===== src/rtl/fifo_nibble_reader_pkg.sv =====
// fifo_rd_pkg: shared state encoding, nibble width and slot mapping for the FIFO nibble reader.
package fifo_rd_pkg;
    localparam int NIBBLE_W = 4;
    typedef enum logic [1:0] {FETCH, PULSE, SETTLE, HOLD} state_e;
    function automatic int unsigned slot_of(input int unsigned cnt, input int unsigned nibbles, input bit lsn_first);
        return lsn_first ? cnt : nibbles - 1 - cnt;
    endfunction
endpackage


===== src/rtl/fifo_nibble_reader_if.sv =====
// fifo_nibble_reader_if: FIFO read side, flush and packed-word valid/ready bundle.
interface fifo_nibble_reader_if
    import fifo_rd_pkg::*;
#(
    parameter int NIBBLES = 2
);
    logic [NIBBLE_W-1:0]         fifo_dout;
    logic                        fifo_empty;
    logic                        fifo_read;
    logic                        flush;
    logic [NIBBLE_W*NIBBLES-1:0] out_data;
    logic                        out_valid;
    logic                        out_ready;
    logic                        busy;
    modport master (
        input  fifo_dout, fifo_empty, flush, out_ready,
        output fifo_read, out_data, out_valid, busy
    );
    modport slave (
        output fifo_dout, fifo_empty, flush, out_ready,
        input  fifo_read, out_data, out_valid, busy
    );
endinterface


===== src/rtl/fifo_nibble_reader_packer.sv =====
// nibble_packer: word assembly register with per-slot nibble write and clear.
module nibble_packer
    import fifo_rd_pkg::*;
#(
    parameter int NIBBLES = 2,
    parameter int SW      = (NIBBLES > 1) ? $clog2(NIBBLES) : 1
) (
    input  logic                        clk,
    input  logic                        rst,
    input  logic                        clear,
    input  logic                        wr_en,
    input  logic [SW-1:0]               slot,
    input  logic [NIBBLE_W-1:0]         nib,
    output logic [NIBBLE_W*NIBBLES-1:0] data
);
    logic [NIBBLE_W*NIBBLES-1:0] data_q, data_d;
    always_comb begin
        data_d = data_q;
        if (clear)
            data_d = '0;
        else if (wr_en)
            data_d[slot*NIBBLE_W +: NIBBLE_W] = nib;
    end
    always_ff @(posedge clk) begin
        if (rst)
            data_q <= '0;
        else
            data_q <= data_d;
    end
    assign data = data_q;
endmodule


===== src/rtl/fifo_nibble_reader.sv =====
// fifo_nibble_reader: drains a ripple FIFO nibble by nibble, with a settle gap after each read, into packed words.
module fifo_nibble_reader
    import fifo_rd_pkg::*;
#(
    parameter int NIBBLES       = 2,
    parameter int SETTLE_CYCLES = 2,
    parameter int LSN_FIRST     = 1
) (
    input logic                  clk,
    input logic                  clr,
    fifo_nibble_reader_if.master bus
);
    localparam int NW = (NIBBLES > 1) ? $clog2(NIBBLES) : 1;
    localparam int SW = (SETTLE_CYCLES > 1) ? $clog2(SETTLE_CYCLES) : 1;
    state_e        state_q, state_d;
    logic [NW-1:0] nib_cnt_q, nib_cnt_d;
    logic [SW-1:0] settle_cnt_q, settle_cnt_d;
    logic          fifo_read_q, fifo_read_d;
    logic          out_valid_q, out_valid_d;
    logic          wr_en, clr_pack;
    logic [NW-1:0] slot;
    assign slot = NW'(slot_of(32'(nib_cnt_q), NIBBLES, LSN_FIRST != 0));
    always_comb begin
        state_d      = state_q;
        nib_cnt_d    = nib_cnt_q;
        settle_cnt_d = settle_cnt_q;
        wr_en        = 1'b0;
        clr_pack     = 1'b0;
        case (state_q)
            FETCH: begin
                if (bus.flush) begin
                    nib_cnt_d = '0;
                    clr_pack  = 1'b1;
                end else if (!bus.fifo_empty) begin
                    wr_en   = 1'b1;
                    state_d = PULSE;
                end
            end
            PULSE: begin
                state_d      = SETTLE;
                settle_cnt_d = '0;
            end
            SETTLE: begin
                if (settle_cnt_q == SW'(SETTLE_CYCLES - 1)) begin
                    nib_cnt_d = (nib_cnt_q == NW'(NIBBLES - 1)) ? '0 : nib_cnt_q + NW'(1);
                    state_d   = (nib_cnt_q == NW'(NIBBLES - 1)) ? HOLD : FETCH;
                end else begin
                    settle_cnt_d = settle_cnt_q + SW'(1);
                end
            end
            HOLD: begin
                if (bus.out_ready) begin
                    state_d  = FETCH;
                    clr_pack = 1'b1;
                end
            end
            default: state_d = FETCH;
        endcase
        // strobe and valid are registered copies of the next state's decode
        fifo_read_d = state_d == PULSE;
        out_valid_d = state_d == HOLD;
    end
    always_ff @(posedge clk) begin
        if (clr) begin
            state_q      <= FETCH;
            nib_cnt_q    <= '0;
            settle_cnt_q <= '0;
            fifo_read_q  <= 1'b0;
            out_valid_q  <= 1'b0;
        end else begin
            state_q      <= state_d;
            nib_cnt_q    <= nib_cnt_d;
            settle_cnt_q <= settle_cnt_d;
            fifo_read_q  <= fifo_read_d;
            out_valid_q  <= out_valid_d;
        end
    end
    nibble_packer #(.NIBBLES(NIBBLES), .SW(NW)) u_packer (
        .clk   (clk),
        .rst   (clr),
        .clear (clr_pack),
        .wr_en (wr_en),
        .slot  (slot),
        .nib   (bus.fifo_dout),
        .data  (bus.out_data)
    );
    assign bus.fifo_read = fifo_read_q;
    assign bus.out_valid = out_valid_q;
    assign bus.busy      = (state_q != FETCH) || (nib_cnt_q != '0);
endmodule


===== src/flat_wrapper.sv =====
// flat-port wrapper written by rule: the top's interface ports become plain ports
module fifo_nibble_reader_flat import fifo_rd_pkg::*;
#(
    parameter int NIBBLES       = 2,
    parameter int SETTLE_CYCLES = 2,
    parameter int LSN_FIRST     = 1
)
  (clk, clr, bus_fifo_dout, bus_fifo_empty, bus_flush, bus_out_ready, bus_fifo_read, bus_out_data, bus_out_valid, bus_busy);
  fifo_nibble_reader_if #(.NIBBLES(NIBBLES)) bus_i ();
  input logic clk;
  input logic clr;
  input wire logic [$bits(bus_i.fifo_dout)-1:0] bus_fifo_dout;
  input wire logic [$bits(bus_i.fifo_empty)-1:0] bus_fifo_empty;
  input wire logic [$bits(bus_i.flush)-1:0] bus_flush;
  input wire logic [$bits(bus_i.out_ready)-1:0] bus_out_ready;
  output wire logic [$bits(bus_i.fifo_read)-1:0] bus_fifo_read;
  output wire logic [$bits(bus_i.out_data)-1:0] bus_out_data;
  output wire logic [$bits(bus_i.out_valid)-1:0] bus_out_valid;
  output wire logic [$bits(bus_i.busy)-1:0] bus_busy;
  assign bus_i.fifo_dout = bus_fifo_dout;
  assign bus_i.fifo_empty = bus_fifo_empty;
  assign bus_i.flush = bus_flush;
  assign bus_i.out_ready = bus_out_ready;
  assign bus_fifo_read = bus_i.fifo_read;
  assign bus_out_data = bus_i.out_data;
  assign bus_out_valid = bus_i.out_valid;
  assign bus_busy = bus_i.busy;
  fifo_nibble_reader #(.NIBBLES(NIBBLES), .SETTLE_CYCLES(SETTLE_CYCLES), .LSN_FIRST(LSN_FIRST)) u_core (.clk(clk), .clr(clr), .bus(bus_i));
endmodule

===== config.mk =====
export PLATFORM = sky130hd
export DESIGN_NAME = fifo_nibble_reader_flat
export DESIGN_NICKNAME = d
export VERILOG_FILES = /design/src/rtl/fifo_nibble_reader_pkg.sv /design/src/rtl/fifo_nibble_reader_if.sv /design/src/rtl/fifo_nibble_reader_packer.sv /design/src/rtl/fifo_nibble_reader.sv /design/src/flat_wrapper.sv
export SDC_FILE = /design/constraint.sdc
export NUM_CORES = 1
export LEC_CHECK = 0
export ABC_AREA = 1
export BUFFER_PORTS_ARGS = -buffer_cell sky130_fd_sc_hd__buf_2
export CAP_MARGIN = 20
export CORE_AREA = 2 2 44 46
export CTS_CLUSTER_SIZE = 20
export DETAILED_ROUTE_END_ITERATION = 7
export DIE_AREA = 0 0 46 48
export PLACE_DENSITY = 0.7
export SLEW_MARGIN = 20
export SYNTH_ARGS = -nofsm -noshare
export SYNTH_HDL_FRONTEND = slang
export SYNTH_SLANG_ARGS = --single-unit

===== constraint.sdc =====
create_clock -name clk -period 1.47 [get_ports clk]
set_clock_uncertainty 0.15 [all_clocks]
set_input_delay 0.147 -clock clk [delete_from_list [all_inputs] [get_ports clk]]
set_output_delay 0.147 -clock clk [all_outputs]
set_load 0.005 [all_outputs]

After elaboration in Yosys (flattened, before gate mapping). Index checks and enable logic that the tools add are counted. W data, S select, Z words.

Add/sub/neg operators: 3. Eq/ne operators: 7. Shift-type cells: 2. Multiplexer cells: 19. Reduce and logical (&&, ||, !) cells: 7.

Operator list (number): $neg A3 Y34 (1); $shift A4 B34 Y8 const A (1); $shiftx A4 B34 Y8 (1); $mux W2 (5); $mux W1 (9); $bwmux W8 (1); $pmux W2 S4 (1); $eq A2 B2 Y1 const B (3); $pmux W1 S2 (3); $reduce_bool A2 Y1 (3); $eq A2 B1 Y1 const B (2); $reduce_and A3 Y1 (1); $add A1 B1 Y1 const B (2); $logic_not A2 Y1 (1); $ne A2 B1 Y1 const B (1); $ne A2 B2 Y1 const B (1); $reduce_or A2 Y1 (1); $logic_or A1 B1 Y1 (1).

Bits in registers: 14. Input bits: 9. Output and inout bits: 11. Word-level logic and storage cells: 44.

Depth between registers and ports, before layout.
Depth after elaboration: 4. Depth in mapped cells: 9. Gate-level depth less buffers: 9.

Hierarchy. From an unflattened synthesis, not the netlist that was laid out.

Cells, all modules: 101. Area total of the unflattened synthesis: 701.9 um2.

By module, submodules not included: nibble_packer (instances 1, cells an instance 46, area an instance 351.6 um2, sequential area each 160.2 um2); fifo_nibble_reader (instances 1, cells an instance 55, area an instance 350.3 um2, sequential area each 120.1 um2).

Least setup slack after synthesis. Ideal clock, no wire load.

Kind: reg-to-reg. From: register u_core.state_q[0]. To: register u_core.nib_cnt_q. Data arrival time: 1.099 ns. Slack: 0.099 ns. Stages on the path, launching flop included: 6. Buffers on the path: 1. Clock period less this slack: 1.371 ns. Cells stage by stage: dfxtp_1 inv_1 ha_1 buf_2 o211ai_1 a21oi_1.

Word-level cells in the longest chain between the ends: 3. Elaborated cells between the ends (all ways): 7.

RTL lines: start: declaration (RTL line fifo_nibble_reader.sv:15) `state_e state_q, state_d;`; start signal: assignment (RTL line fifo_nibble_reader.sv:71) `state_q <= state_d;`; $eq A2 B2 Y1 / $logic_not A2 Y1 (equally long branches) (RTL line fifo_nibble_reader.sv:29) `case (state_q)`; $ne A2 B1 Y1 (no source line), or another cell as far along; $reduce_and A3 Y1 (no source line); end signal: assignment (RTL line fifo_nibble_reader.sv:72) `nib_cnt_q <= nib_cnt_d;`; end: declaration (RTL line fifo_nibble_reader.sv:16) `logic [NW-1:0] nib_cnt_q, nib_cnt_d;`.

Several ways; a longest one is shown, not always the timed one. A chain may end at the register's enable or synchronous reset.

Final worst setup path.
From: register u_core.state_q[0]. To: register u_core.u_packer.data_q[0] (netlist: u_core.u_packer.data[0]).

Word-level cells in the longest chain between the ends: 3. Elaborated cells between the ends (all ways): 5.

RTL lines: $eq A2 B2 Y1 / $logic_not A2 Y1 (equally long branches) (RTL line fifo_nibble_reader.sv:29); $pmux W1 S2 (RTL line fifo_nibble_reader.sv:29); $reduce_or A2 Y1 (no source line); end signal: assignment (RTL line fifo_nibble_reader_packer.sv:28) `data_q <= data_d;`; end: declaration (RTL line fifo_nibble_reader_packer.sv:16) `logic [NIBBLE_W*NIBBLES-1:0] data_q, data_d;`.

Several ways; a longest one is shown, not always the timed one.

==> metrics.log <==
INFO  metric synth_seq_cells = 14
INFO  metric detailedRoute.firstPassIterationCount = 4
INFO  metric synth_seq_area_share = 38.3%
INFO  metric filler_cell_count = 159
INFO  metric tritoncts = built
INFO  metric maxSlewHeadroom = 74.1%
INFO  metric setup.worst_path.start_class = register
INFO  metric worst_ir_drop_vdd = 0.875 mV
INFO  metric final_layout_worst_hold_slack = 0.00847 ns
INFO  metric dpl.hpwl = 1.29 mm
INFO  metric grt_util_all_layers = 19.0%
INFO  metric viasPerCell = 5.14
INFO  metric die_height = 48 um
INFO  metric timing.fmax = 711 MHz
INFO  metric initial_core_utilization = 43.3%
INFO  metric dieArea = 2210 um2
INFO  metric synth_cell_types = 17
INFO  metric cts-root-to-sink-buffers = 2
INFO  metric vias_in_the_first_global_route = 756
INFO  metric detail_route.wl_per_cell = 12.8 um
INFO  metric worst-endpoint-required = 1.51 ns
INFO  metric grt_antenna_before_repair = 0
INFO  metric yosys_warnings = 0
INFO  metric power_density = 1680 nW/um2
INFO  metric route.final.wire_length = 1.95 mm
INFO  metric post-route-drc-count = 0
INFO  metric cell_leakage_power = 0.000481 uW
INFO  metric crit_path_max_incr_delay = 0.38 ns
INFO  metric htreeDepth = 1
INFO  metric critical-path-top-cell-by-count = sky130_fd_sc_hd__nand2_1
INFO  metric crit_fanout = 5
INFO  metric synthAdderAreaFrac = 6.84%
INFO  metric setup-tns-final = 0 ns
INFO  metric chipWidth = 46 um
INFO  metric num_rows = 15
INFO  metric grt_start_max_net_pins = 10
INFO  metric overflow = 0
INFO  metric number_of_max_cap_violations = 0
INFO  metric cts_root_buffer = sky130_fd_sc_hd__clkbuf_4
INFO  metric cts.reportedPaths.clkPinSlew = 0.10 ns
INFO  metric nets = 149
INFO  metric clk_latency = 0.30 ns
INFO  metric place.gp.congestion = 0.862
INFO  metric cts.sink_count = 14
INFO  metric result_of_the_run = completed
INFO  metric min-delay-path-class = input port to register
INFO  metric slowest_stage = sky130_fd_sc_hd__dfxtp_4
INFO  metric fin_crit_share = 95.6%
INFO  metric syn-mean-instance-area = 7.18 um2
INFO  metric top_level_ports = 20
INFO  metric syn2layout_area_growth = 40.0%
INFO  metric design_area = 1020 um2
INFO  metric final.min_clock_period = 1.41 ns
INFO  metric xor_and_xnor_area_share_after_synthesis = 0%
INFO  metric vias = 782
INFO  metric chain_of_cells_forming_the_critical_path = inv_4, ha_4, nand2_1, nand2_1, inv_1, o21ai_2, buf_4, a21oi_1
INFO  metric postSynthNetCount = 115
INFO  metric synth_simple_gate_area_share = 31.1%
INFO  metric placed_cell_area = 866 um2
INFO  metric drt.antenna.violating_nets = 0
INFO  metric synth_top_family_by_area = simple AND/OR/NAND/NOR gates
INFO  metric timing.final.hold_violations = 0
INFO  metric critical_path_at = 1.45 ns
INFO  metric crit_type = register to register
INFO  metric syn_inst = 102
INFO  metric port_buffers = 19
INFO  metric drt_first_iter_violations = 19
INFO  metric share_of_post_route_cells_with_drive_strength_above_1 = 37.8%
INFO  metric synth.mux.area_fraction = 0%
INFO  metric slew_violations = 0
INFO  metric synth_compound_gate_area_share = 11.1%
INFO  metric mappedNetlistArea = 732 um2
INFO  metric core-area = 1690 um2
INFO  metric setup_viol = 0
INFO  metric worst_margin_slew = 0.388 ns
INFO  metric ant_cells = 0
INFO  metric cts-buffers-inserted = 3
INFO  metric critical_path.endpoint_type = register
INFO  metric grt_first_pass_wirelength = 2.95 mm
-- what timing repair did --
| action | CTS | global route |
|---|---|---|
| setup endpoints to repair | 1 | 13 |
| hold buffers | 4 | 0 |
| buffers inserted | 3 | 1 |
| endpoints found under the hold margin | 6 | 0 |
| pin swaps | 0 | 5 |
| gates resized for setup | 7 | 12 |
-- state kept, by name (all words and copies together), names as in the netlist --
register and flops:
u_core.bus.fifo_read 1, u_core.bus.out_valid 1, u_core.nib_cnt_q 1, u_core.settle_cnt_q 1, u_core.state_q 2, u_core.u_packer.data 8
-- per-layer routing --
metal | wire length [um] | part of all wire [%] | up-vias | global-route usage, %
met5 | 0 | 0 | - | 0
li1 | - | - | 395 | -
met2 | 997 | 51 | 20 | 37.5
met3 | 72 | 3.7 | 7 | 4.15
met4 | 57 | 2.9 | 0 | 9.14
met1 | 820 | 42 | 360 | 18.4
-- critical path: cells and delay by family, from the launching register on --
| family | cells | cell delay (ns) |
|---|---|---|
| fa+ha+maj | 1 | 0.16 |
| compound gates | 2 | 0.18 |
| flops | 1 | 0.38 |
| simple gates | 2 | 0.15 |
| buf+inv | 3 | 0.29 |
-- synth_stat cells --
cell	n	area share, %
sky130_fd_sc_hd__a21oi_1	11	7.5
sky130_fd_sc_hd__nor2_1	9	4.6
sky130_fd_sc_hd__nor2_2	1	0.86
sky130_fd_sc_hd__nand2_4	1	1.5
sky130_fd_sc_hd__nand2_2	2	1.7
sky130_fd_sc_hd__nand3_1	4	2.7
sky130_fd_sc_hd__o21ai_0	2	1.4
sky130_fd_sc_hd__buf_2	1	0.68
sky130_fd_sc_hd__inv_6	1	1.2
sky130_fd_sc_hd__nand2_1	25	13
sky130_fd_sc_hd__nand4_1	8	6.8
sky130_fd_sc_hd__o211ai_1	1	1.0
sky130_fd_sc_hd__buf_6	2	3.1
sky130_fd_sc_hd__ha_1	4	6.8
sky130_fd_sc_hd__inv_1	15	7.7
sky130_fd_sc_hd__dfxtp_1	14	38
sky130_fd_sc_hd__o21ai_2	1	1.2
-- cell type report --
type	count	area [um2]	share of cell area, %
clock buffer	4	36.3	3.54
tap	17	21.3	2.08
sequential	14	288	28.1
multi-input combinational	69	409	39.9
timing repair buffer	32	203	19.8
inverter	16	67.6	6.59
-- through the flow --
step	total power (uW)	utilization, %	setup WS (ns)	cells
final	1720	60.7	0.0644	152
after CTS	1600	57.8	0.00467	152
after detailed placement	1190	51.3	0.0232	141
after global placement	1170	51.3	0.0660	141
after floorplan	965	-	0.0986	102
after global routing	1840	60.7	-0.0229	152
-- power breakdown --
part / switching [uW] / internal (uW)
Sequential: 64.4 / 466
Clock: 147 / 151
Combinational: 492 / 402
Total: 704 / 1020
-- path summary, 6_finish.rpt --
path / start / endpoint / slack [ns] / cells after the start
worst max-delay path: u_core.state_q[0]$_SDFF_PP0_ / u_core.u_packer.data[0]$_SDFFE_PP0P_ / 0.06 / 8
worst min-delay path: bus_fifo_dout[1] / u_core.u_packer.data[5]$_SDFFE_PP0P_ / 0.008 / 3
worst max register to register: u_core.state_q[0]$_SDFF_PP0_ / u_core.u_packer.data[0]$_SDFFE_PP0P_ / 0.06 / 8
worst min register to register: u_core.u_packer.data[6]$_SDFFE_PP0P_ / u_core.u_packer.data[6]$_SDFFE_PP0P_ / 0.31 / 2
-- logic make-up after synthesis --
kind of cell | Yosys count
AND/OR/NAND/NOR | 50
AO/OA/AOI/OAI | 15
adder cells (fa/ha/maj) | 4
flip-flops | 14
buffers and inverters | 19
-- placed cells by master (no fill, tap or decap), types with 2 or more instances in the layout --
master,count
sky130_fd_sc_hd__o21ai_0,2
sky130_fd_sc_hd__nand3_1,3
sky130_fd_sc_hd__buf_2,19
sky130_fd_sc_hd__ha_1,2
sky130_fd_sc_hd__a21oi_2,4
sky130_fd_sc_hd__nand2_2,3
sky130_fd_sc_hd__nand4_1,8
sky130_fd_sc_hd__dfxtp_4,2
sky130_fd_sc_hd__nand2_1,24
sky130_fd_sc_hd__nor2_1,8
sky130_fd_sc_hd__clkbuf_4,3
sky130_fd_sc_hd__a21oi_1,7
sky130_fd_sc_hd__inv_1,13
sky130_fd_sc_hd__nor2_2,2
sky130_fd_sc_hd__dlygate4sd3_1,4
sky130_fd_sc_hd__dfxtp_1,12
sky130_fd_sc_hd__ha_4,2
sky130_fd_sc_hd__buf_4,9
No activity file was read; power rests on OpenSTA's default activity.
